**config.mk**
```make
export PLATFORM = sky130hd
export DESIGN_NAME = fetch_unit
export DESIGN_NICKNAME = d
export VERILOG_FILES = /design/src/rtl/cpu_pkg.sv /design/src/rtl/fetch_skid_buf.sv /design/src/rtl/fetch_unit.sv
export SDC_FILE = /design/constraint.sdc
export NUM_CORES = 1
export LEC_CHECK = 0
export ABC_AREA = 1
export BUFFER_PORTS_ARGS = -buffer_cell sky130_fd_sc_hd__buf_2
export CORE_MARGIN = 2
export CORE_UTILIZATION = 25
export DETAILED_ROUTE_END_ITERATION = 8
export PLACE_DENSITY = 0.54
export SLEW_MARGIN = 0
export SYNTH_ARGS = -nofsm -noshare
export SYNTH_HDL_FRONTEND = slang
export SYNTH_SLANG_ARGS = --single-unit
```
**constraint.sdc**
```tcl
create_clock -name clk -period 2.8 [get_ports clk]
set_input_delay 0.28 -clock clk [delete_from_list [all_inputs] [get_ports clk]]
set_output_delay 0.28 -clock clk [all_outputs]
set_load 0.01 [all_outputs]
```
**src/rtl/cpu_pkg.sv**
```systemverilog
`default_nettype none
// ============================================================================
//  Module      : cpu_pkg
//  Description : Shared CPU definitions: widths, instruction field positions,
//                opcodes and the fetch state encoding.
//  Revision    : 1.0  initial release
// ============================================================================
package cpu_pkg;

  localparam int INSTR_W = 16;
  localparam int ADDR_W  = 16;

  // Instruction field slice positions
  localparam int OPCODE_HI = 15;
  localparam int OPCODE_LO = 12;
  localparam int FUNCT_HI  = 1;
  localparam int FUNCT_LO  = 0;

  // Opcodes seen by the control unit
  localparam logic [3:0] OP_HALT  = 4'b0000;
  localparam logic [3:0] OP_ADDI  = 4'b0001;
  localparam logic [3:0] OP_LW    = 4'b0010;
  localparam logic [3:0] OP_SW    = 4'b0011;
  localparam logic [3:0] OP_BEQ   = 4'b0100;
  localparam logic [3:0] OP_BNE   = 4'b0101;
  localparam logic [3:0] OP_JMP   = 4'b0110;
  localparam logic [3:0] OP_JAL   = 4'b0111;
  localparam logic [3:0] OP_TYPEA = 4'b1111;

  typedef enum logic [1:0] {
    ST_FETCH = 2'd0,
    ST_WAIT  = 2'd1,
    ST_HALT  = 2'd2
  } fetch_state_t;

  // True when the opcode stops the fetch stage
  function automatic logic is_halt_op(input logic [3:0] op);
    return (op == OP_HALT);
  endfunction

endpackage
`default_nettype wire

```
**src/rtl/fetch_skid_buf.sv**
```systemverilog
`default_nettype none
// ============================================================================
//  Module      : fetch_skid_buf
//  Description : One-entry holding buffer for an instruction that completes
//                while the IF/ID register is stalled.
//  Revision    : 1.0  initial release
// ============================================================================
module fetch_skid_buf
  import cpu_pkg::*;
#(
  parameter int INSTR_W = 16,
  parameter int ADDR_W  = 16
) (
  input  logic               clk,
  input  logic               rst,
  input  logic               load,
  input  logic               drain,
  input  logic               clear,
  input  logic [INSTR_W-1:0] load_instr,
  input  logic [ADDR_W-1:0]  load_pc,
  input  logic [ADDR_W-1:0]  load_pc_plus2,
  output logic               buf_valid,
  output logic [INSTR_W-1:0] buf_instr,
  output logic [ADDR_W-1:0]  buf_pc,
  output logic [ADDR_W-1:0]  buf_pc_plus2
);

  logic               r_valid;
  logic [INSTR_W-1:0] r_instr;
  logic [ADDR_W-1:0]  r_pc;
  logic [ADDR_W-1:0]  r_pc_plus2;

  // Buffer entry: clear beats load, load beats drain (load+drain replaces)
  always_ff @(posedge clk) begin
    if (rst || clear) begin
      r_valid    <= 1'b0;
      r_instr    <= '0;
      r_pc       <= '0;
      r_pc_plus2 <= '0;
    end else if (load) begin
      r_valid    <= 1'b1;
      r_instr    <= load_instr;
      r_pc       <= load_pc;
      r_pc_plus2 <= load_pc_plus2;
    end else if (drain) begin
      r_valid    <= 1'b0;
    end
  end

  assign buf_valid    = r_valid;
  assign buf_instr    = r_instr;
  assign buf_pc       = r_pc;
  assign buf_pc_plus2 = r_pc_plus2;

endmodule
`default_nettype wire

```
**src/rtl/fetch_unit.sv**
```systemverilog
`default_nettype none
// ============================================================================
//  Module      : fetch_unit
//  Description : Instruction fetch stage. Holds the PC, issues 16-bit reads
//                over a req/rdy handshake and drives the IF/ID register.
//                Supports stall (with one-entry skid), redirect and halt.
//  Revision    : 1.0  initial release
// ============================================================================
module fetch_unit #(
  parameter int                ADDR_W   = 16,
  parameter int                INSTR_W  = 16,
  parameter logic [ADDR_W-1:0] RESET_PC = 16'h0000
) (
  input  logic               clk,
  input  logic               rst,
  output logic               imemReq,
  output logic [ADDR_W-1:0]  imemAddr,
  input  logic               imemRdy,
  input  logic [INSTR_W-1:0] imemData,
  input  logic               stall,
  input  logic               redirect,
  input  logic [ADDR_W-1:0]  redirectPc,
  output logic               ifidValid,
  output logic [INSTR_W-1:0] ifidInstr,
  output logic [ADDR_W-1:0]  ifidPc,
  output logic [ADDR_W-1:0]  ifidPcPlus2,
  output logic [3:0]         opcode,
  output logic [1:0]         multiDiv,
  output logic               halted
);

  import cpu_pkg::*;

  localparam logic [ADDR_W-1:0] C_PC_STEP = ADDR_W'(2);
  localparam logic [ADDR_W-1:0] C_ALIGN   = ~ADDR_W'(1);

  fetch_state_t       r_state;
  fetch_state_t       w_state_next;
  logic [ADDR_W-1:0]  r_pc;
  logic [ADDR_W-1:0]  w_pc_plus2;
  logic [ADDR_W-1:0]  w_redirect_target;
  logic               w_req;
  logic               w_done;
  logic               w_halt_word;

  logic               r_ifid_valid;
  logic [INSTR_W-1:0] r_ifid_instr;
  logic [ADDR_W-1:0]  r_ifid_pc;
  logic [ADDR_W-1:0]  r_ifid_pc_plus2;

  logic               w_skid_valid;
  logic [INSTR_W-1:0] w_skid_instr;
  logic [ADDR_W-1:0]  w_skid_pc;
  logic [ADDR_W-1:0]  w_skid_pc_plus2;
  logic               w_skid_load;
  logic               w_skid_drain;

  assign w_pc_plus2        = r_pc + C_PC_STEP;
  assign w_redirect_target = redirectPc & C_ALIGN;

  // A response arriving on a redirect edge belongs to the abandoned stream
  // and is dropped here rather than being tracked after the fact.
  assign w_done      = w_req & imemRdy & ~redirect;
  assign w_halt_word = is_halt_op(imemData[OPCODE_HI:OPCODE_LO]);

  // Park a completion in the skid when IF/ID cannot take it this edge
  assign w_skid_load  = w_done & (stall | w_skid_valid);
  assign w_skid_drain = w_skid_valid & ~stall & ~redirect;

  fetch_skid_buf #(
    .INSTR_W (INSTR_W),
    .ADDR_W  (ADDR_W)
  ) u_skid (
    .clk           (clk),
    .rst           (rst),
    .load          (w_skid_load),
    .drain         (w_skid_drain),
    .clear         (redirect),
    .load_instr    (imemData),
    .load_pc       (r_pc),
    .load_pc_plus2 (w_pc_plus2),
    .buf_valid     (w_skid_valid),
    .buf_instr     (w_skid_instr),
    .buf_pc        (w_skid_pc),
    .buf_pc_plus2  (w_skid_pc_plus2)
  );

  // State register
  always_ff @(posedge clk) begin
    if (rst) begin
      r_state <= ST_FETCH;
    end else begin
      r_state <= w_state_next;
    end
  end

  // Next-state logic; redirect forces FETCH from any state
  always_comb begin
    w_state_next = r_state;
    case (r_state)
      ST_FETCH: begin
        if (w_req) begin
          if (w_done) begin
            w_state_next = w_halt_word ? ST_HALT : ST_FETCH;
          end else begin
            w_state_next = ST_WAIT;
          end
        end
      end
      ST_WAIT: begin
        if (w_done) begin
          w_state_next = w_halt_word ? ST_HALT : ST_FETCH;
        end
      end
      ST_HALT: begin
        w_state_next = ST_HALT;
      end
      default: begin
        w_state_next = ST_FETCH;
      end
    endcase
    if (redirect) begin
      w_state_next = ST_FETCH;
    end
  end

  // Outputs decoded from state; no request while in reset or skid is full
  always_comb begin
    w_req  = 1'b0;
    halted = 1'b0;
    case (r_state)
      ST_FETCH: w_req  = ~rst & ~w_skid_valid;
      ST_WAIT:  w_req  = ~rst;
      ST_HALT:  halted = 1'b1;
      default: begin
        w_req  = 1'b0;
        halted = 1'b0;
      end
    endcase
  end

  // Program counter: redirect target, or advance on a non-halt completion
  always_ff @(posedge clk) begin
    if (rst) begin
      r_pc <= RESET_PC;
    end else if (redirect) begin
      r_pc <= w_redirect_target;
    end else if (w_done && !w_halt_word) begin
      r_pc <= w_pc_plus2;
    end
  end

  // IF/ID register: flush, hold, skid first, fresh completion, else bubble
  always_ff @(posedge clk) begin
    if (rst) begin
      r_ifid_valid    <= 1'b0;
      r_ifid_instr    <= '0;
      r_ifid_pc       <= '0;
      r_ifid_pc_plus2 <= '0;
    end else if (redirect) begin
      r_ifid_valid    <= 1'b0;
    end else if (stall) begin
      r_ifid_valid    <= r_ifid_valid;
    end else if (w_skid_valid) begin
      r_ifid_valid    <= 1'b1;
      r_ifid_instr    <= w_skid_instr;
      r_ifid_pc       <= w_skid_pc;
      r_ifid_pc_plus2 <= w_skid_pc_plus2;
    end else if (w_done) begin
      r_ifid_valid    <= 1'b1;
      r_ifid_instr    <= imemData;
      r_ifid_pc       <= r_pc;
      r_ifid_pc_plus2 <= w_pc_plus2;
    end else begin
      r_ifid_valid    <= 1'b0;
    end
  end

  assign imemReq     = w_req;
  assign imemAddr    = r_pc;
  assign ifidValid   = r_ifid_valid;
  assign ifidInstr   = r_ifid_instr;
  assign ifidPc      = r_ifid_pc;
  assign ifidPcPlus2 = r_ifid_pc_plus2;
  assign opcode      = r_ifid_instr[OPCODE_HI:OPCODE_LO];
  assign multiDiv    = r_ifid_instr[FUNCT_HI:FUNCT_LO];

endmodule
`default_nettype wire

```
; Word-level counts from Yosys, hierarchy flattened
; Index checks and enable logic that the tools add are counted.
[totals]
output_inout_bits = 73
in_bits = 37
ff_bits = 116
[op_classes]
mux = 19
n_addsub = 1
n_eq_ne = 4
reduce_logical = 11
bitwise_logic = 11
[op_table]
columns = cell, n
row1 = $mux W16, 8
row2 = $add A16 B2 Y16 const B, 1
row3 = $mux W2, 4
row4 = $and A1 B1 Y1, 6
row5 = $pmux W2 S3, 1
row6 = $reduce_bool A2 Y1, 3
row7 = $mux W1, 5
row8 = $logic_not A4 Y1, 1
row9 = $ne A2 B2 Y1 const B, 2
row10 = $not A1 Y1, 4
row11 = $reduce_and A3 Y1, 1
row12 = $eq A2 B1 Y1 const B, 1
row13 = $eq A2 B2 Y1 const B, 1
row14 = $logic_not A2 Y1, 1
row15 = $pmux W1 S2, 1
row16 = $reduce_and A2 Y1, 1
row17 = $reduce_or A2 Y1, 1
row18 = $logic_and A1 B1 Y1, 1
row19 = $logic_not A1 Y1, 1
row20 = $logic_or A1 B1 Y1, 1
row21 = $or A1 B1 Y1, 1

; Logic depth before layout (Yosys ltp)
; Gate-level depths: netlist (run 1).
[logic_depth]
word_depth = 8
mapped_depth = 11
mapped_depth_nobuf = 10

; Modules after synthesis
; Synthesis (run 1) repeated with hierarchy kept, for this count alone.
[hier_totals]
cells_unflattened = 843
area_unflattened_um2 = 5542.8
[modules_own_cells]
columns = module, cells_per_inst, n_inst, area_each_um2, seq_area_each_um2
row1 = fetch_unit, 628, 1, 3839.9, 1321.3
row2 = fetch_skid_buf, 215, 1, 1702.9, 980.9

; Least setup slack after synthesis (run 1)
; Ideal clock, no wire load.
[synth_timing]
kind = register to register
from = register r_pc[1] (netlist: imemAddr[1])
to = register r_ifid_pc_plus2[9] (netlist: ifidPcPlus2[9])
setup_slack_ps = 1294
stages_incl_launch_ff = 11
t_arrival_ps = 1389
period_less_slack_ps = 1506
required_time_ps = 2683
cell_sequence = dfxtp_1 > ha_1 > nand2_1 > nor2_1 > nand2_1 > nand2_1 > nand2_1 > inv_1 > nor2_1 > nor2_1 > nor2_1
[synth_via]
elab_chain_cells = 3
[synth_rtl]
columns = item, line_no
row1 = from (decl), fetch_unit.sv:39  ; logic [ADDR_W-1:0] r_pc;
row2 = from (signal assigned), fetch_unit.sv:147  ; r_pc <= w_redirect_target;
row3 = from (signal assigned), fetch_unit.sv:149  ; r_pc <= w_pc_plus2;
row4 = $add A16 B2 Y16, fetch_unit.sv:58  ; assign w_pc_plus2 = r_pc + C_PC_STEP;
row5 = $mux W16, fetch_unit.sv:169  ; end else if (w_done) begin
row6 = $mux W16, fetch_unit.sv:164  ; end else if (w_skid_valid) begin
row7 = to (signal assigned), fetch_unit.sv:168  ; r_ifid_pc_plus2 <= w_skid_pc_plus2;
row8 = to (signal assigned), fetch_unit.sv:173  ; r_ifid_pc_plus2 <= w_pc_plus2;
row9 = to (decl), fetch_unit.sv:49  ; logic [ADDR_W-1:0] r_ifid_pc_plus2;
; No other way between the ends. The select of a mux whose other input is x is not followed.
; A chain may end at the register's enable or synchronous reset.

; Worst setup path after layout (run 1)
; Same ends and word-level chain as after synthesis.

==> metrics.md, run 1 <==
| Metric | Value |
|---|---|
| Slew HR | `56.6%` |
| Initial Utilization | `roughly a quarter` |
| Drt drc | `0` |
| 1st-iter DRT viols | `about 290` |
| Die Y-Extent | `between 100 and 150 um` |
| Hold EP | `ifidValid$_SDFFE_PP0N_` |
| CP Max Fanout | `9` |
| Via count | `4,787` |
| Fill count | `~2,300` |
| Clock skew | `about 0.0052 ns` |
| Sequential area share after synthesis | `about 43%` |
| Max-slew violations | `0` |
| Clock latency on the worst-skew pair | `0.36 ns` |
| H-Tree Depth | `3` |
| Status | `finished clean` |
| VDD IR max | `around 0.25 mV` |
| Antenna diodes | `0` |
| M3 GR Usage | `roughly 2%` |
| Max cap viols | `0` |
| P per Cell Area | `527 nW/um^2` |
| Period utilization | `66.4%` |
| Pin count of the biggest net entering global routing | `65` |
| M2 GR Usage | `roughly 23%` |
| Final setup viols | `0` |
| Routed wire length | `roughly 15,000 um` |
| WP data required | `about 3 ns` |
| DPL Wire Length | `10,000 um` |
| Setup Fix Bufs, Post-CTS | `0` |
| Worst slew pin tran | `around 0.65 ns` |
| Worst Path Class, Setup | `flip-flop to flip-flop` |
| Synth Cell Area | `approximately 5100 sq um` |
| Gpl congestion | `a little over 0.8` |
| Synth Area per Inst | `~6.6 sq um` |
| Highest clock rate | `538 MHz` |
| Syn Inst Count | `775` |
| Gr usage total | `14.1%` |
| Yosys warnings | `0` |
| CP Cell Sequence | `ha_1, nand2_1, nor2_1, nand2_1, nand2_1, nand2_1, inv_1, nor2_1, nor2_1, nor2_1` |
| Routed vias/inst | `roughly 4.3` |
| RSZ-0062 raised after global routing | `no` |
| Hold Vio Cnt, Final | `0` |
| Die ar. | `between 20,000 and 25,000 sq um` |
| TritonCTS Buffers | `9` |
| R2r setup slk | `approximately 0.94 ns` |
| Clock root buffer | `clkbuf_16` |
| Distinct cells, synth | `28` |
| Most common cell after layout, fill and taps aside | `nand2_1` |
| Min-Delay Path Class | `input port to flip-flop` |
| Synthesis-to-layout area growth | `19.2%` |
| Number of placement rows | `52` |
| Buffers on Ports | `roughly 110` |
| Fin nets | `888` |
| Crit-path max cell delay | `~0.5 ns` |
| Hold_sp | `stall` |
| Grt ovf | `0` |
| First-pass GRT wire length | `24,100 um` |
| Commonest non-fill, non-tap cells in the layout | `nand2_1, nor2_1, dfxtp_1` |
| Placed Area | `between 5000 and 6000 sq um` |
| Reg2reg end | `ifidPcPlus2[9]$_SDFFE_PP0P_` |
| CTS max path bufs | `2` |
| Leakage | `0.00275 uW` |
| Routed len/inst | `about 13 um` |
| Crit path max-delay cell type | `dfxtp_1` |
| Worst reg2reg path depth | `10` |
| Vias in the first global route | `about 4,500` |
| Hold Path Cell Cnt | `2` |
| Worst EP arrival | `roughly 2.1 ns` |
| Core area | `approximately 20,000 sq um` |
| Resize count post-CTS | `0` |
| Initial antenna violation count | `0` |
| CP endpoint kind | `flip-flop` |
| CTS Hold Buffers Added | `0` |
| CTS clock-pin slew for the worst setup and hold paths | `0.08 ns` |
| Ports | `between 100 and 150` |
| Die W | `147 um` |
| Met1 usage | `around a fifth` |
| Setup TNS Final | `0 ns` |
| Crit path time final | `1.86 ns` |
| RR Startpoint | `imemAddr[1]$_SDFFE_PP0P_` |
| Drt first pass iters | `4` |
| Fin area | `approximately 6100 sq um` |
| Post-synthesis register bit count | `between 100 and 150` |
| Busiest layer in global routing | `met2` |
| Clock sink count | `around 110` |
| Clock tree from TritonCTS | `yes` |
| Share of cells above drive strength 1 | `between 15 and 20%` |
| Crit path launch type | `flip-flop` |
| Routed Antenna Nets | `0` |
[metrics by stage]
stage                     std cells  total power (uW)  hold WS [ns]  setup WS [ns]  util (%)
after floorplan                 777              1880         0.349           1.29         -
after CTS                      1125              3270         0.149          0.966      30.2
final                          1125              3210         0.172          0.940      30.2
after detailed placement       1109              2010         0.456          0.730      28.8
after global placement         1109              2000         0.453          0.742      28.8
after global routing           1125              3380         0.182          0.751      30.2
[worst max path at each step]
stage	from	endpoint	slack, ns	depth (start not counted)
4_1_cts	imemAddr[1]$_SDFFE_PP0P_	u_skid.buf_pc_plus2[13]$_SDFFE_PP0P_	0.97	8
6_report	imemAddr[1]$_SDFFE_PP0P_	ifidPcPlus2[9]$_SDFFE_PP0P_	0.94	10
5_1_grt	imemAddr[1]$_SDFFE_PP0P_	ifidPcPlus2[9]$_SDFFE_PP0P_	0.75	10
3_5_place_dp	redirect	ifidPc[3]$_SDFFE_PP0P_	0.73	10
2_1_floorplan	imemAddr[1]$_SDFFE_PP0P_	ifidPcPlus2[9]$_SDFFE_PP0P_	1.29	10
3_3_place_gp	redirect	ifidInstr[0]$_SDFFE_PP0P_	0.74	10
[where the power goes]
group          leakage (uW)  internal, uW  switching (uW)
combinational       0.00171           109             201
sequential         0.000900          1620            36.7
clock              0.000137           616             632
total               0.00275          2340             870
[layer usage]
metal	wire length (um)	vias up	part of all wire (%)
met1	7280	2091	49
met5	0	-	0
met4	244	0	1.7
li1	-	2590	-
met2	6550	93	45
met3	645	13	4.4
[Yosys cell counts (all sizes together)]
cell type	instances	area share, %
o21a	3	0.44
nand2	253	19
inv	51	3.8
o21ai	76	7.4
dfxtp	111	43
a21boi	3	0.51
clkbuf	20	1.5
a21oi	67	6.6
or2	1	0.12
conb	1	0.073
nor2	112	8.4
a221oi	1	0.17
nand3b	3	0.51
ha	1	0.24
buf	33	4.0
nand3	35	3.4
nand4	4	0.49
[state kept, by name (all words and copies together), names as in the netlist]
register,cells
ifidInstr,16
ifidPc,15
ifidValid,1
ifidPcPlus2,15
u_skid.buf_instr,16
r_state,2
u_skid.buf_pc_plus2,15
u_skid.buf_pc,15
imemAddr,15
u_skid.buf_valid,1
[final cells by class]
cell class | instances | area (sq um) | share of cell area [%]
clock buffer | 9 | 225 | 3.69
timing repair buffer | 115 | 626 | 10.3
inverter | 51 | 194 | 3.18
sequential | 111 | 2220 | 36.5
tap | 270 | 338 | 5.54
multi-input combinational | 562 | 2430 | 39.9
clock inverter | 7 | 56.3 | 0.923
[worst max-delay path, delay by kind of cell, from the launching register on]
| kind | cells | cell delay (ns) |
|---|---|---|
| fa+ha+maj | 1 | 0.22 |
| buf+inv | 1 | 0.07 |
| flops | 1 | 0.50 |
| simple gates | 8 | 0.97 |
[cells by family (layout without fill, tap and decap cells)]
group | Yosys count | count (layout) | share of synthesized area, %
AOI/OAI and AO/OA | 150 | 150 | 15.1
buffers and inverters | 104 | 182 | 9.22
and+or+nand+nor | 408 | 408 | 31.9
other | 1 | 3 | 0.0733
adders and majority gates | 1 | 1 | 0.245
DFF | 111 | 111 | 43.5
No activity file was read; power rests on OpenSTA's default activity.
==> run 2, diff against run 1 <==
PLACE_DENSITY = 0.55   (was 0.54)
clock period = 1.6 ns   (was 2.8 ns; I/O delays follow)
==> run 2 against run 1 <==
- final cell count grew 2.5%
- sequential power grew 75%
- clock skew grew 0.0031 ns
- global-route usage grew 0.18 points
- final area grew 5.8%
- count of clock-buffer cells in the layout is the same
- flip-flop and latch count is the same
- largest power group unchanged
- critical path depth shrank 5
- die area is the same
- via count grew 3.7%
- power grew 90%
- register-to-register slack lost 0.82 ns
==> metrics.md, run 2 (synthesis results as in run 1) <==
| Metric | Value |
|---|---|
| Clock tree from TritonCTS | `yes` |
| Antenna diodes | `0` |
| RSZ-0062 raised after global routing | `yes` |
| Status | `finished clean` |
| Setup TNS Final | `0 ns` |
| Crit-path max cell delay | `roughly 0.35 ns` |
| Synthesis-to-layout area growth | `26.2%` |
| Die ar. | `around 22,000 sq um` |
| Routed vias/inst | `4.31` |
| Buffer and inverter count on the worst path | `3` |
| Worst slew pin tran | `0.502 ns` |
| Ports | `between 100 and 150` |
| Hold Vio Cnt, Final | `0` |
| Period utilization | `between 90% and 100%` |
| Commonest non-fill, non-tap cells in the layout | `nand2_1, nor2_1, dfxtp_1` |
| Multi-input logic area | `around 2400 sq um` |
| Clock skew | `0.00829 ns` |
| Final Power | `6100 uW` |
| Leakage | `~0.0029 uW` |
| CTS Hold Buffers Added | `0` |
| Fin worst setup slack | `about 0.085 ns` |
| Vias in the first global route | `roughly 4,700` |
| Pin count of the biggest net entering global routing | `50` |
| Final Util | `a little under a third` |
| Initial antenna violation count | `0` |
| Routed wire length | `between 15,000 and 20,000 um` |
| Dpl cells | `1,135` |
| Highest clock rate | `between 600 and 700 MHz` |
| H-Tree Depth | `3` |
| P per Cell Area | `between 900 and 1000 nW/um^2` |
| Drt drc | `0` |
| Fill count | `2,273` |
| 1st-iter DRT viols | `approximately 310` |
| Gpl congestion | `a little over 0.8` |
| Max cap viols | `0` |
| Max-slew violations | `0` |
| CP Max Fanout | `31` |
| Crit path time final | `between 1.5 and 2 ns` |
| Most common cell after layout, fill and taps aside | `nand2_1` |
| Die Y-Extent | `about 150 um` |
| First-pass GRT wire length | `24,500 um` |
| VDD IR max | `approximately 0.43 mV` |
| Buffers on Ports | `around 110` |
| Die W | `between 100 and 150 um` |
| Min-Delay Path Class | `input port to flip-flop` |
| Final setup viols | `0` |
| Via count | `between 4,000 and 5,000` |
| DPL Wire Length | `around 10,000 um` |
| Post-route non-filler standard cell count | `approximately 1,200` |
| Number of placement rows | `52` |
| TritonCTS Buffers | `9` |
| Top Family by Delay on Critical Path | `buffers and inverters` |
| Share of cells above drive strength 1 | `a little over 20%` |
| CTS clock-pin slew for the worst setup and hold paths | `around 0.070 ns` |
| Initial Utilization | `roughly a quarter` |
| CP Cell Sequence | `inv_2, buf_12, o21ai_0, nor2_1, buf_2` |
| R2r setup slk | `approximately 0.12 ns` |
| Setup WS pre-CTS | `around 0.093 ns` |
| Clock sink count | `~110` |
| Routed Antenna Nets | `0` |
| Clock root buffer | `clkbuf_16` |
| WP data required | `1.44 ns` |
| Routed len/inst | `about 13 um` |
| CTS max path bufs | `2` |
| CP endpoint kind | `output pin` |
| Worst EP arrival | `1.36 ns` |
| Drt first pass iters | `4` |
| Crit path max-delay cell type | `dfxtp_2` |
| Crit path launch type | `flip-flop` |
| Fin nets | `roughly 920` |
| Gr usage total | `14.3%` |
| Worst Path Class, Setup | `flip-flop to output pin` |
| Core area | `about 20,000 sq um` |
| Clock latency on the worst-skew pair | `roughly 0.35 ns` |
| Reg area | `2220 sq um` |
| Grt ovf | `0` |
| Slew HR | `about two thirds` |
## run 2: worst reg2reg max path, delay by kind of cell, from the launching register on
kind | cells | cell delay (ns)
simple gates | 6 | 0.54
flops | 1 | 0.40
buf+inv | 1 | 0.20
compound gates | 1 | 0.24
## run 2: through the flow
stage | hold slack [ns] | instance area (sq um)
after CTS | 0.0483 | 6390
after global routing | 0.0570 | 6450
final | 0.0634 | 6450
after global placement | 0.428 | 6050
after detailed placement | 0.430 | 6050
after floorplan | 0.229 | 5120
## run 2: worst paths after layout
| kind | to | cells past startpoint | startpoint |
|---|---|---|---|
| worst max-delay path | imemReq | 5 | u_skid.buf_valid$_SDFFE_PP0P_ |
| worst max register to register | ifidPcPlus2[9]$_SDFFE_PP0P_ | 8 | r_state[0]$_SDFFE_PP0P_ |
| worst min register to register | u_skid.buf_instr[8]$_SDFFE_PP0P_ | 2 | u_skid.buf_instr[8]$_SDFFE_PP0P_ |
| worst min-delay path | ifidValid$_SDFFE_PP0N_ | 2 | stall |
## run 2: cell type report
| type | instances | share of cell area (%) |
|---|---|---|
| timing repair buffer | 143 | 14.0 |
| inverter | 51 | 3.04 |
| tap | 270 | 5.24 |
| sequential | 111 | 34.5 |
| clock buffer | 9 | 3.49 |
| clock inverter | 7 | 1.88 |
| multi-input combinational | 562 | 37.9 |
## run 2: per-layer routing
layer | track usage, % | wire length (um) | up-vias
met1 | 19.5 | 7740 | 2224
met3 | 2.48 | 409 | 10
met4 | 4.38 | 169 | 0
li1 | - | - | 2652
met2 | 23.1 | 6930 | 79
met5 | 0 | 0 | -
## run 2: power breakdown
group	total [uW]	leakage (uW)	internal, uW	switching [uW]
clock	2610	0.000158	1530	1080
sequential	2880	0.000900	2830	51.5
combinational	611	0.00187	233	378
## run 2: repair_timing
item                       CTS  global route
resized for setup            0             7
buffers inserted             0             1
setup endpoints to repair    0            23
==> run 3, diff against run 2 <==
REMOVE_ABC_BUFFERS = 1   (was not set)
==> run 3 against run 2 <==
- worst setup slack better by 0.013 ns
- clock power fell by 16%
- count of clock-buffer cells in the layout increased by 3
- first-iteration DRC count decreased by 16%
- sequential power about the same
- worst hold slack worse by 0.010 ns
- routed wire length is 2.9% higher
- non-clock buffer count fell by 1
- core utilization fell by 0.18 points
- critical path type is now flip-flop to flip-flop
- highest routed layer unchanged
==> metrics.md, run 3 (synthesis results as in run 1) <==
| Metric | Value |
|---|---|
| Status | `finished clean` |
| H-Tree Depth | `3` |
| Crit path launch type | `flip-flop` |
| Clock latency on the worst-skew pair | `approximately 0.35 ns` |
| Initial antenna violation count | `0` |
| 1st-iter DRT viols | `between 200 and 300` |
| Die W | `147 um` |
| Fin worst setup slack | `0.0976 ns` |
| Routed Antenna Nets | `0` |
| Slew HR | `between 60% and 70%` |
| Crit path time final | `between 1.5 and 2 ns` |
| Gr usage total | `between 10% and 20%` |
| Reg2reg end | `ifidPcPlus2[9]$_SDFFE_PP0P_` |
| Number of placement rows | `52` |
| Die ar. | `21,600 sq um` |
| Routed wire length | `roughly 16,000 um` |
| Start point of the critical path | `u_skid.buf_valid$_SDFFE_PP0P_` |
| Highest clock rate | `approximately 670 MHz` |
| DPL Wire Length | `10,400 um` |
| TritonCTS Buffers | `9` |
| Ports | `110` |
| CP endpoint kind | `flip-flop` |
| Min-Delay Path Class | `input port to flip-flop` |
| Final hold slack | `0.0532 ns` |
| Placed Area | `6060 sq um` |
| Clock skew | `~0.0079 ns` |
| Worst EP arrival | `1.75 ns` |
| Buffers on Ports | `around 110` |
| P per Cell Area | `between 800 and 900 nW/um^2` |
| Grt ovf | `0` |
| Hold Vio Cnt, Final | `0` |
| Multi-input logic area | `between 2000 and 2500 sq um` |
| Setup TNS Final | `0 ns` |
| Fin area | `6420 sq um` |
| Worst Path Class, Setup | `flip-flop to flip-flop` |
| First-pass GRT wire length | `about 25,000 um` |
| Drt drc | `0` |
| Antenna diodes | `0` |
| CP Max Fanout | `31` |
| Worst slew pin tran | `about 0.54 ns` |
| Final Util | `between 30% and 40%` |
| Max cap viols | `0` |
| VDD IR max | `0.531 mV` |
| Clock root buffer | `clkbuf_16` |
| Fin nets | `915` |
| Max-slew violations | `0` |
| Most common cell after layout, fill and taps aside | `nand2_1` |
| Die Y-Extent | `approximately 150 um` |
| Via count | `between 4,000 and 5,000` |
| CTS max path bufs | `2` |
| Leakage | `approximately 0.0029 uW` |
| Setup WS pre-CTS | `just under 0.09 ns` |
| WP data required | `around 1.9 ns` |
| Reg area | `2220 sq um` |
| Clock sink count | `about 110` |
| Gpl congestion | `0.816` |
| Crit path capture | `ifidPcPlus2[9]$_SDFFE_PP0P_` |
| Synthesis-to-layout area growth | `25.5%` |
| RSZ-0062 raised after global routing | `yes` |
| Vias in the first global route | `between 4,000 and 5,000` |
| R2r setup slk | `around 0.098 ns` |
| Final setup viols | `0` |
| Period utilization | `a little over nine tenths` |
| Initial Utilization | `between 20% and 30%` |
| CTS clock-pin slew for the worst setup and hold paths | `0.07 ns` |
| Drt first pass iters | `5` |
| Routed vias/inst | `~4.3` |
| Worst reg2reg path depth | `8` |
| Commonest non-fill, non-tap cells in the layout | `nand2_1, dfxtp_1, nor2_1` |
| Pin count of the biggest net entering global routing | `65` |
| RR Startpoint | `u_skid.buf_valid$_SDFFE_PP0P_` |
| Routed len/inst | `13.6 um` |
| Fill count | `2,269` |
| Clock tree from TritonCTS | `yes` |
| Share of cells above drive strength 1 | `20.1%` |
| Core area | `just over 20,000 sq um` |
## run 3: what timing repair did
action,CTS,global route
endpoints found under the hold margin,0,0
gates resized for setup,0,13
endpoints found under the setup margin,1,55
hold buffers,0,0
pin swaps,1,0
gates cloned,1,0
setup buffers,3,0
## run 3: worst min-delay path by stage
| stage | start | slack (ns) | to | cells after the start |
|---|---|---|---|---|
| 2_1_floorplan | rst | 0.23 | ifidPc[1]$_SDFFE_PP0P_ | 1 |
| 5_1_grt | imemData[8] | 0.06 | u_skid.buf_instr[8]$_SDFFE_PP0P_ | 3 |
| 3_5_place_dp | stall | 0.42 | ifidValid$_SDFFE_PP0N_ | 2 |
| 3_3_place_gp | stall | 0.42 | ifidValid$_SDFFE_PP0N_ | 2 |
| 4_1_cts | stall | 0.04 | ifidValid$_SDFFE_PP0N_ | 2 |
| 6_report | stall | 0.05 | ifidValid$_SDFFE_PP0N_ | 2 |
## run 3: layer usage
layer	routed length, um	global-route usage, %
met1	7630	19.5
met4	226	4.04
met2	7160	24.6
met5	0	0
met3	686	3.57
## run 3: critical path, stage by stage (launching register included)
cell and delay, ns:
dfxtp_2 0.38, inv_2 0.09, buf_12 0.13, buf_4 0.15
a21boi_4 0.21, buf_12 0.22, nand2_1 0.07, nor2_1 0.09
nor2_1 0.04
## run 3: layout make-up
cell class              instances  share of cell area, %
clock buffers                  12                   3.84
flip-flops and latches        111                   34.7
multi-input cells             562                   38.2
repair buffers                142                   14.5
clock inverters                 4                  0.468
inverters                      51                   3.06
well taps                     270                   5.27
## run 3: stage by stage
| stage | total power (uW) | std cells |
|---|---|---|
| final | 5690 | 1152 |
| after global routing | 5980 | 1152 |
| after CTS | 5770 | 1152 |
| after detailed placement | 3560 | 1132 |
| after global placement | 3560 | 1132 |
| after floorplan | 3250 | 724 |
## run 3: power breakdown
| group | total [uW] | switching (uW) | internal [uW] |
|---|---|---|---|
| combinational | 619 | 383 | 235 |
| clock | 2190 | 1080 | 1110 |
| sequential | 2880 | 50.2 | 2830 |
